--- config.mk ---
export PLATFORM = sky130hd
export DESIGN_NAME = regfile_wport_arbiter_flat
export DESIGN_NICKNAME = d
export VERILOG_FILES = /design/src/rtl/regfile_wport_arbiter_if.sv /design/src/rtl/regfile_wport_arbiter.sv /design/src/flat_wrapper.sv
export SDC_FILE = /design/constraint.sdc
export NUM_CORES = 1
export LEC_CHECK = 0
export CAP_MARGIN = 15
export CORE_UTILIZATION = 35
export CTS_BUF_LIST = sky130_fd_sc_hd__clkbuf_16
export CTS_CLUSTER_DIAMETER = 150
export DETAILED_ROUTE_END_ITERATION = 8
export PLACE_DENSITY = 0.78
export SYNTH_ARGS = -nofsm -noshare
export SYNTH_HDL_FRONTEND = slang
export SYNTH_SLANG_ARGS = --single-unit
--- constraint.sdc ---
create_clock -name clk -period 1.5 [get_ports clk]
set_input_delay 0.3 -clock clk [delete_from_list [all_inputs] [get_ports clk]]
set_output_delay 0.3 -clock clk [all_outputs]
set_load 0.1 [all_outputs]
--- src/rtl/regfile_wport_arbiter_if.sv ---
// Writeback request channels and regfile write-port strobes shared by the
// arbiter (slave) and the writeback sources / regfile side (master).
interface regfile_wport_arbiter_if #(
  parameter int DATA_W = 64,
  parameter int ADDR_W = 5
);
  logic              req0_valid;
  logic [ADDR_W-1:0] req0_addr;
  logic [DATA_W-1:0] req0_data;
  logic              req0_ready;
  logic              req1_valid;
  logic [ADDR_W-1:0] req1_addr;
  logic [DATA_W-1:0] req1_data;
  logic              req1_ready;
  logic              we3;
  logic [ADDR_W-1:0] wa3;
  logic [DATA_W-1:0] wd3;
  logic              grant_id;
  logic              init_done;

  modport master (
    output req0_valid, req0_addr, req0_data,
    output req1_valid, req1_addr, req1_data,
    input  req0_ready, req1_ready,
    input  we3, wa3, wd3, grant_id, init_done
  );

  modport slave (
    input  req0_valid, req0_addr, req0_data,
    input  req1_valid, req1_addr, req1_data,
    output req0_ready, req1_ready,
    output we3, wa3, wd3, grant_id, init_done
  );
endinterface

--- src/rtl/regfile_wport_arbiter.sv ---
// Owns the regfile write port: zeroes X0..X30 after reset, then round-robins
// the port between the ALU (req0) and load (req1) writeback requesters.
module regfile_wport_arbiter #(
  parameter int DATA_W         = 64,
  parameter int ADDR_W         = 5,
  parameter bit CLEAR_ON_RESET = 1'b1
) (
  input  logic                  clk,
  input  logic                  reset,
  regfile_wport_arbiter_if.slave bus
);

  typedef enum logic {INIT, RUN} state_e;

  localparam logic [ADDR_W-1:0] LAST_CLR = ADDR_W'(30);
  localparam logic [ADDR_W-1:0] XZR      = '1;

  state_e            state_q;
  logic [ADDR_W-1:0] cnt_q;
  logic              last_grant_q;
  logic              we3_q;
  logic [ADDR_W-1:0] wa3_q;
  logic [DATA_W-1:0] wd3_q;
  logic              grant_id_q;
  logic              init_done_q;

  logic              rdy0_d;
  logic              rdy1_d;
  logic              hs_d;
  logic              gnt_src_d;
  logic [ADDR_W-1:0] gnt_addr_d;
  logic [DATA_W-1:0] gnt_data_d;

  // On a tie the requester that did not win last time is accepted.
  always_comb begin
    rdy0_d = 1'b0;
    rdy1_d = 1'b0;
    if (!reset && state_q == RUN) begin
      if (bus.req0_valid && bus.req1_valid) begin
        rdy0_d = last_grant_q;
        rdy1_d = !last_grant_q;
      end else begin
        rdy0_d = bus.req0_valid;
        rdy1_d = bus.req1_valid;
      end
    end
    hs_d       = rdy0_d | rdy1_d;
    gnt_src_d  = rdy1_d;
    gnt_addr_d = rdy1_d ? bus.req1_addr : bus.req0_addr;
    gnt_data_d = rdy1_d ? bus.req1_data : bus.req0_data;
  end

  always_ff @(posedge clk) begin
    if (reset) begin
      state_q      <= CLEAR_ON_RESET ? INIT : RUN;
      init_done_q  <= !CLEAR_ON_RESET;
      cnt_q        <= '0;
      last_grant_q <= 1'b1;
      we3_q        <= 1'b0;
      wa3_q        <= '0;
      wd3_q        <= '0;
      grant_id_q   <= 1'b0;
    end else begin
      case (state_q)
        INIT: begin
          we3_q <= 1'b1;
          wa3_q <= cnt_q;
          wd3_q <= '0;
          cnt_q <= cnt_q + 1'b1;
          if (cnt_q == LAST_CLR) begin
            state_q     <= RUN;
            init_done_q <= 1'b1;
          end
        end
        RUN: begin
          if (hs_d) begin
            grant_id_q   <= gnt_src_d;
            last_grant_q <= gnt_src_d;
          end
          // XZR grants complete the handshake but never strobe the port.
          if (hs_d && gnt_addr_d != XZR) begin
            we3_q <= 1'b1;
            wa3_q <= gnt_addr_d;
            wd3_q <= gnt_data_d;
          end else begin
            we3_q <= 1'b0;
          end
        end
      endcase
    end
  end

  assign bus.req0_ready = rdy0_d;
  assign bus.req1_ready = rdy1_d;
  assign bus.we3        = we3_q;
  assign bus.wa3        = wa3_q;
  assign bus.wd3        = wd3_q;
  assign bus.grant_id   = grant_id_q;
  assign bus.init_done  = init_done_q;

endmodule

--- src/flat_wrapper.sv ---
// flat-port wrapper written by rule: the top's interface ports become plain ports
module regfile_wport_arbiter_flat 
#(
  parameter int DATA_W         = 64,
  parameter int ADDR_W         = 5,
  parameter bit CLEAR_ON_RESET = 1'b1
)
  (clk, reset, bus_req0_valid, bus_req0_addr, bus_req0_data, bus_req1_valid, bus_req1_addr, bus_req1_data, bus_req0_ready, bus_req1_ready, bus_we3, bus_wa3, bus_wd3, bus_grant_id, bus_init_done);
  regfile_wport_arbiter_if #(.DATA_W(DATA_W), .ADDR_W(ADDR_W)) bus_i ();
  input  logic clk;
  input  logic reset;
  input wire logic [$bits(bus_i.req0_valid)-1:0] bus_req0_valid;
  input wire logic [$bits(bus_i.req0_addr)-1:0] bus_req0_addr;
  input wire logic [$bits(bus_i.req0_data)-1:0] bus_req0_data;
  input wire logic [$bits(bus_i.req1_valid)-1:0] bus_req1_valid;
  input wire logic [$bits(bus_i.req1_addr)-1:0] bus_req1_addr;
  input wire logic [$bits(bus_i.req1_data)-1:0] bus_req1_data;
  output wire logic [$bits(bus_i.req0_ready)-1:0] bus_req0_ready;
  output wire logic [$bits(bus_i.req1_ready)-1:0] bus_req1_ready;
  output wire logic [$bits(bus_i.we3)-1:0] bus_we3;
  output wire logic [$bits(bus_i.wa3)-1:0] bus_wa3;
  output wire logic [$bits(bus_i.wd3)-1:0] bus_wd3;
  output wire logic [$bits(bus_i.grant_id)-1:0] bus_grant_id;
  output wire logic [$bits(bus_i.init_done)-1:0] bus_init_done;
  assign bus_i.req0_valid = bus_req0_valid;
  assign bus_i.req0_addr = bus_req0_addr;
  assign bus_i.req0_data = bus_req0_data;
  assign bus_i.req1_valid = bus_req1_valid;
  assign bus_i.req1_addr = bus_req1_addr;
  assign bus_i.req1_data = bus_req1_data;
  assign bus_req0_ready = bus_i.req0_ready;
  assign bus_req1_ready = bus_i.req1_ready;
  assign bus_we3 = bus_i.we3;
  assign bus_wa3 = bus_i.wa3;
  assign bus_wd3 = bus_i.wd3;
  assign bus_grant_id = bus_i.grant_id;
  assign bus_init_done = bus_i.init_done;
  regfile_wport_arbiter #(.DATA_W(DATA_W), .ADDR_W(ADDR_W), .CLEAR_ON_RESET(CLEAR_ON_RESET)) u_core (.clk(clk), .reset(reset), .bus(bus_i));
endmodule
# Word level (Yosys, flattened, before mapping)
# Index checks and enable logic that the tools add are counted.
[op_classes]
add_sub_neg = 1
n_mux = 14
n_eq_ne = 3
bitwise_logic = 2
reduce_logical = 7
[ops]
columns = ["op", "n"]
rows = [
  ["$mux W64", 2],
  ["$pmux W64 S2", 1],
  ["$mux W5", 2],
  ["$pmux W5 S2", 1],
  ["$mux W1", 7],
  ["$add A5 B1 Y5 const B", 1],
  ["$eq A5 B5 Y1 const B", 1],
  ["$ne A5 B5 Y1 const B", 1],
  ["$reduce_and A2 Y1", 2],
  ["$logic_and A1 B1 Y1", 3],
  ["$logic_not A1 Y1", 2],
  ["$ne A2 B2 Y1 const B", 1],
  ["$pmux W1 S2", 1],
  ["$not A1 Y1", 1],
  ["$or A1 B1 Y1", 1],
]
[word_totals]
register_bits = 79
inputBits = 142
output_inout_bits = 74
elab_cells = 35

# Depth between registers and ports, before layout
[logic_depth]
depth_word = 8
ltp_mapped = 7
depth_no_buf = 6

# Worst setup path after synthesis
# OpenSTA, ideal clock, no wires.
[synth_timing]
path_type = "register to output"
from = "reg u_core.state_q"
to = "out bus_req0_ready"
path_stages_with_launch = 3
n_path_buf = 0
path_slack_ps = -565
required_ps = 1200
t_arrival_ps = 1765
path_cell_list = "dfxtp_1 -> nand2b_1 -> nor2_1"
[synth_between]
elab_chain_cells = 2
[synth_lines]
columns = ["element", "line", "rtl"]
rows = [
  ["from (decl)", "regfile_wport_arbiter.sv:18", "state_e state_q;"],
  ["from (signal assigned)", "regfile_wport_arbiter.sv:55", "state_q <= CLEAR_ON_RESET ? INIT : RUN;"],
  ["$logic_and A1 B1 Y1", "regfile_wport_arbiter.sv:38", "if (!reset && state_q == RUN) begin"],
  ["$mux W1", "regfile_wport_arbiter.sv:38", ""],
  ["to (decl)", "flat_wrapper.sv:18", "output wire logic [$bits(bus_i.req0_ready)-1:0] bus_req0_ready;"],
]
# No other way between the ends.

# Worst setup path after layout
[layout_timing]
from = "reg u_core.state_q"
to = "reg u_core.wd3_q[60], in the netlist u_core.bus.wd3[60]"
[layout_between]
elab_chain_cells = 6
[layout_lines]
columns = ["element", "line", "rtl"]
rows = [
  ["$logic_and A1 B1 Y1", "regfile_wport_arbiter.sv:38", ""],
  ["$mux W1", "regfile_wport_arbiter.sv:38", ""],
  ["$mux W5", "regfile_wport_arbiter.sv:49", "gnt_addr_d = rdy1_d ? bus.req1_addr : bus.req0_addr;"],
  ["$ne A5 B5 Y1", "regfile_wport_arbiter.sv:81", "if (hs_d && gnt_addr_d != XZR) begin"],
  ["$logic_and A1 B1 Y1", "regfile_wport_arbiter.sv:81", ""],
  ["$ne A2 B2 Y1 (no line)", "-", ""],
  ["to (signal assigned)", "regfile_wport_arbiter.sv:84", "wd3_q <= gnt_data_d;"],
  ["to (decl)", "regfile_wport_arbiter.sv:23", "logic [DATA_W-1:0] wd3_q;"],
]
# Parallel ways exist; a longest one is shown, timed or not. The select of a mux whose other input is x is not followed.
# A chain may end at the register's enable or synchronous reset.

==> flow_metrics.py <==
metrics = {
    "floorplan": {
        "die_area_um2": 11200,
        "start_util_pct": 36.3,
        "die_w_um": 106,
        "rows": 37,
        "die_h_um": 106,
        "coreArea_um2": 10400,
        "pin_count": 216,
    },
    "power": {
        "p_leak_nw": 3.82,
        "finalPower_w": 0.00490,
        "power_density_nw_per_um2": 640,
        "vdd_ir_drop_max_uv": 548,
    },
    "timing": {
        "tns_ns": -13.48,
        "slew_headroom_pct": 72.0,
        "rsz0062_at_grt": "true",
        "finalHoldViolCount": 0,
        "setup_viol": 72,
        "slew_violations": 0,
        "fmax_mhz": 578,
        "period_minus_slack_ns": 1.73,
        "fin_ws_ns": -0.231,
        "skew_ns": 0.0106,
        "worstMarginPinSlew_ns": 0.418,
        "fin_crit_sh_pct": 115,
    },
    "drt": {
        "vias": 3833,
        "ant_nets": 0,
        "dr.pass1.iters": 4,
        "viasPerCell": 5.07,
        "drt_iter0_drc": 153,
        "routedWlPerCell_um": 17.7,
        "drt-total-wl_mm": 13.4,
        "drc_errors": 0,
    },
    "hold_path": {
        "worstHoldPathType": "in -> reg",
    },
    "cells_and_area": {
        "layout_commonest_cell": "clkdlybuf4s50_1",
        "post-route-util_pct": 73.8,
        "final_cell_mix": "clkdlybuf4s50_1 (136), mux2i_1 (127), buf_12 (84)",
        "n_antenna_cell": 0,
        "fin_nets": 759,
        "fin_area_um2": 7650,
        "areaGrowthSynthToFinish_pct": 103,
        "layout-drive-gt1-share_pct": 24.0,
    },
    "yosys": {
        "synthCells": 376,
        "ys_seq_area_share_pct": 42.0,
        "synth_top_cell_area_share_pct": 42.0,
        "ys_top_cells_by_area": "dfxtp_1 (42%), mux2i_1 (34%), nand3_1 (6.4%)",
        "synth_seq_cells": 79,
        "syn_area_um2": 3770,
        "syn-num-nets": 520,
        "synth_edf_count": 0,
        "async_flop_share_pct": 0,
        "yosysWarningCount": 0,
        "synth-main-ff-cell": "dfxtp_1",
        "synth.distinct_cells": 31,
        "yosys.area.top_type": "dfxtp_1",
        "avgSynthCellArea_um2": 10.0,
    },
    "setup_path": {
        "endpoint_kind": "flip-flop",
        "required_ns": 1.70,
        "r2r_slack_ns": -0.23,
        "startpoint_type": "flip-flop",
        "crit_fanout": 7,
        "crit_type": "reg -> reg",
        "cp.arrival_ns": 1.93,
    },
    "job": {
        "max_cap_viol_count": 0,
    },
    "place": {
        "port_buffers": 215,
        "gp_congestion": 0.853,
        "dpl.hpwl_mm": 9.69,
        "placed_area_um2": 7040,
    },
    "cts": {
        "cts-root-buf": "clkbuf_16",
        "numCtsBuffers": 9,
        "htreeDepth": 3,
        "clock_latency_ns": 0.32,
        "cts_tree": "yes",
        "cts.sinks": 79,
        "cts_buffer_depth": 2,
        "cts.clk_slew.worst_paths_ns": 0.06,
    },
    "grt": {
        "track_usage_pct": 23.6,
        "grt.overflow.total": 0,
        "antenna_found_initial": 0,
        "grt_max_degree": 59,
        "grt_pass1_wl_mm": 20.7,
        "grt_pass1_vias": 4230,
    },
    "status": {
        "status": "finished, violations left",
        "violations": "negative setup slack",
    },
}
-- synthesized netlist by cell type, types with 3 or more instances --
library cell,n
a21oi_1,5
a31oi_1,3
and3_1,7
buf_2,7
buf_4,6
clkbuf_1,16
dfxtp_1,79
inv_1,6
mux2i_1,128
nand2_1,21
nand3_1,48
nand3b_1,3
nand4_1,3
nor2_1,14
o21ai_0,6
or4_1,5
xor2_1,3
-- per-layer routing --
metal	global-route usage [%]	wire length [µm]
met5	0	0
met4	10.2	381
met3	6.06	857
met2	44.4	7250
met1	24.4	4910
-- where the power goes --
group | switching (W) | leakage [nW] | internal (W)
Clock | 0.000859 | 0.138 | 0.00128
Combinational | 0.000206 | 3.05 | 0.000430
Sequential | 0.0000166 | 0.637 | 0.00211
Total | 0.00108 | 3.82 | 0.00382
-- flip-flops by register name, indices dropped and copies added, names as in the netlist --
register              flops
u_core.bus.wd3           64
u_core.bus.wa3            5
u_core.cnt_q              5
u_core.bus.grant_id       1
u_core.bus.init_done      1
u_core.bus.we3            1
u_core.last_grant_q       1
u_core.state_q            1
-- layout make-up --
type | count | area (µm²)
Clock buffer | 9 | 225
Clock inverter | 7 | 65.1
Fill cell | 743 | 2720
Inverter | 7 | 33.8
Multi-Input combinational cell | 260 | 2090
Sequential cell | 79 | 1580
Tap cell | 136 | 170
Timing Repair Buffer | 258 | 3480
-- critical path, stage by stage (launching register included) --
cell	delay [ns]
dfxtp_2	0.34
and2b_2	0.24
a211oi_2	0.10
a311o_2	0.48
buf_12	0.17
clkbuf_16	0.16
mux2i_1	0.11
-- cells by family (layout without fill, tap and decap cells) --
| kind of cell | Yosys count | after routing | share of synthesized area, % |
|---|---|---|---|
| AOI/OAI and AO/OA | 21 | 21 | 3.79 |
| buffers and inverters | 37 | 281 | 4.72 |
| xor gates and xnor gates | 4 | 4 | 0.930 |
| muxes | 128 | 128 | 34.0 |
| DFF | 79 | 79 | 42.0 |
| and+or+nand+nor | 105 | 105 | 13.9 |
| adders and majority gates | 2 | 2 | 0.664 |
-- worst paths after layout --
kind                                   startpoint                 end  cells past startpoint
worst max register to register     u_core.state_q  u_core.bus.wd3[60]                      6
worst min register to register  u_core.bus.wd3[2]   u_core.bus.wd3[2]                      2
worst min-delay path             bus_req0_addr[1]   u_core.bus.wa3[1]                      4
worst max-delay path               u_core.state_q  u_core.bus.wd3[60]                      6
-- stage by stage --
stage / setup slack [ns] / std cells / hold slack [ns]
2_1_floorplan: -0.100 / 376 / 0.483
3_3_place_gp: -0.569 / 729 / 0.481
3_5_place_dp: -0.630 / 729 / 0.495
4_1_cts: -0.162 / 755 / 0.503
5_1_grt: -0.276 / 756 / 0.411
6_report: -0.231 / 756 / 0.410
-- timing repair --
action,CTS,global route
buffers inserted,6,1
pin swaps,8,6
hold buffers,0,0
endpoints found under the setup margin,72,72
cloned,4,2
resized for setup,25,15
Power figures use the tool's default switching activity.
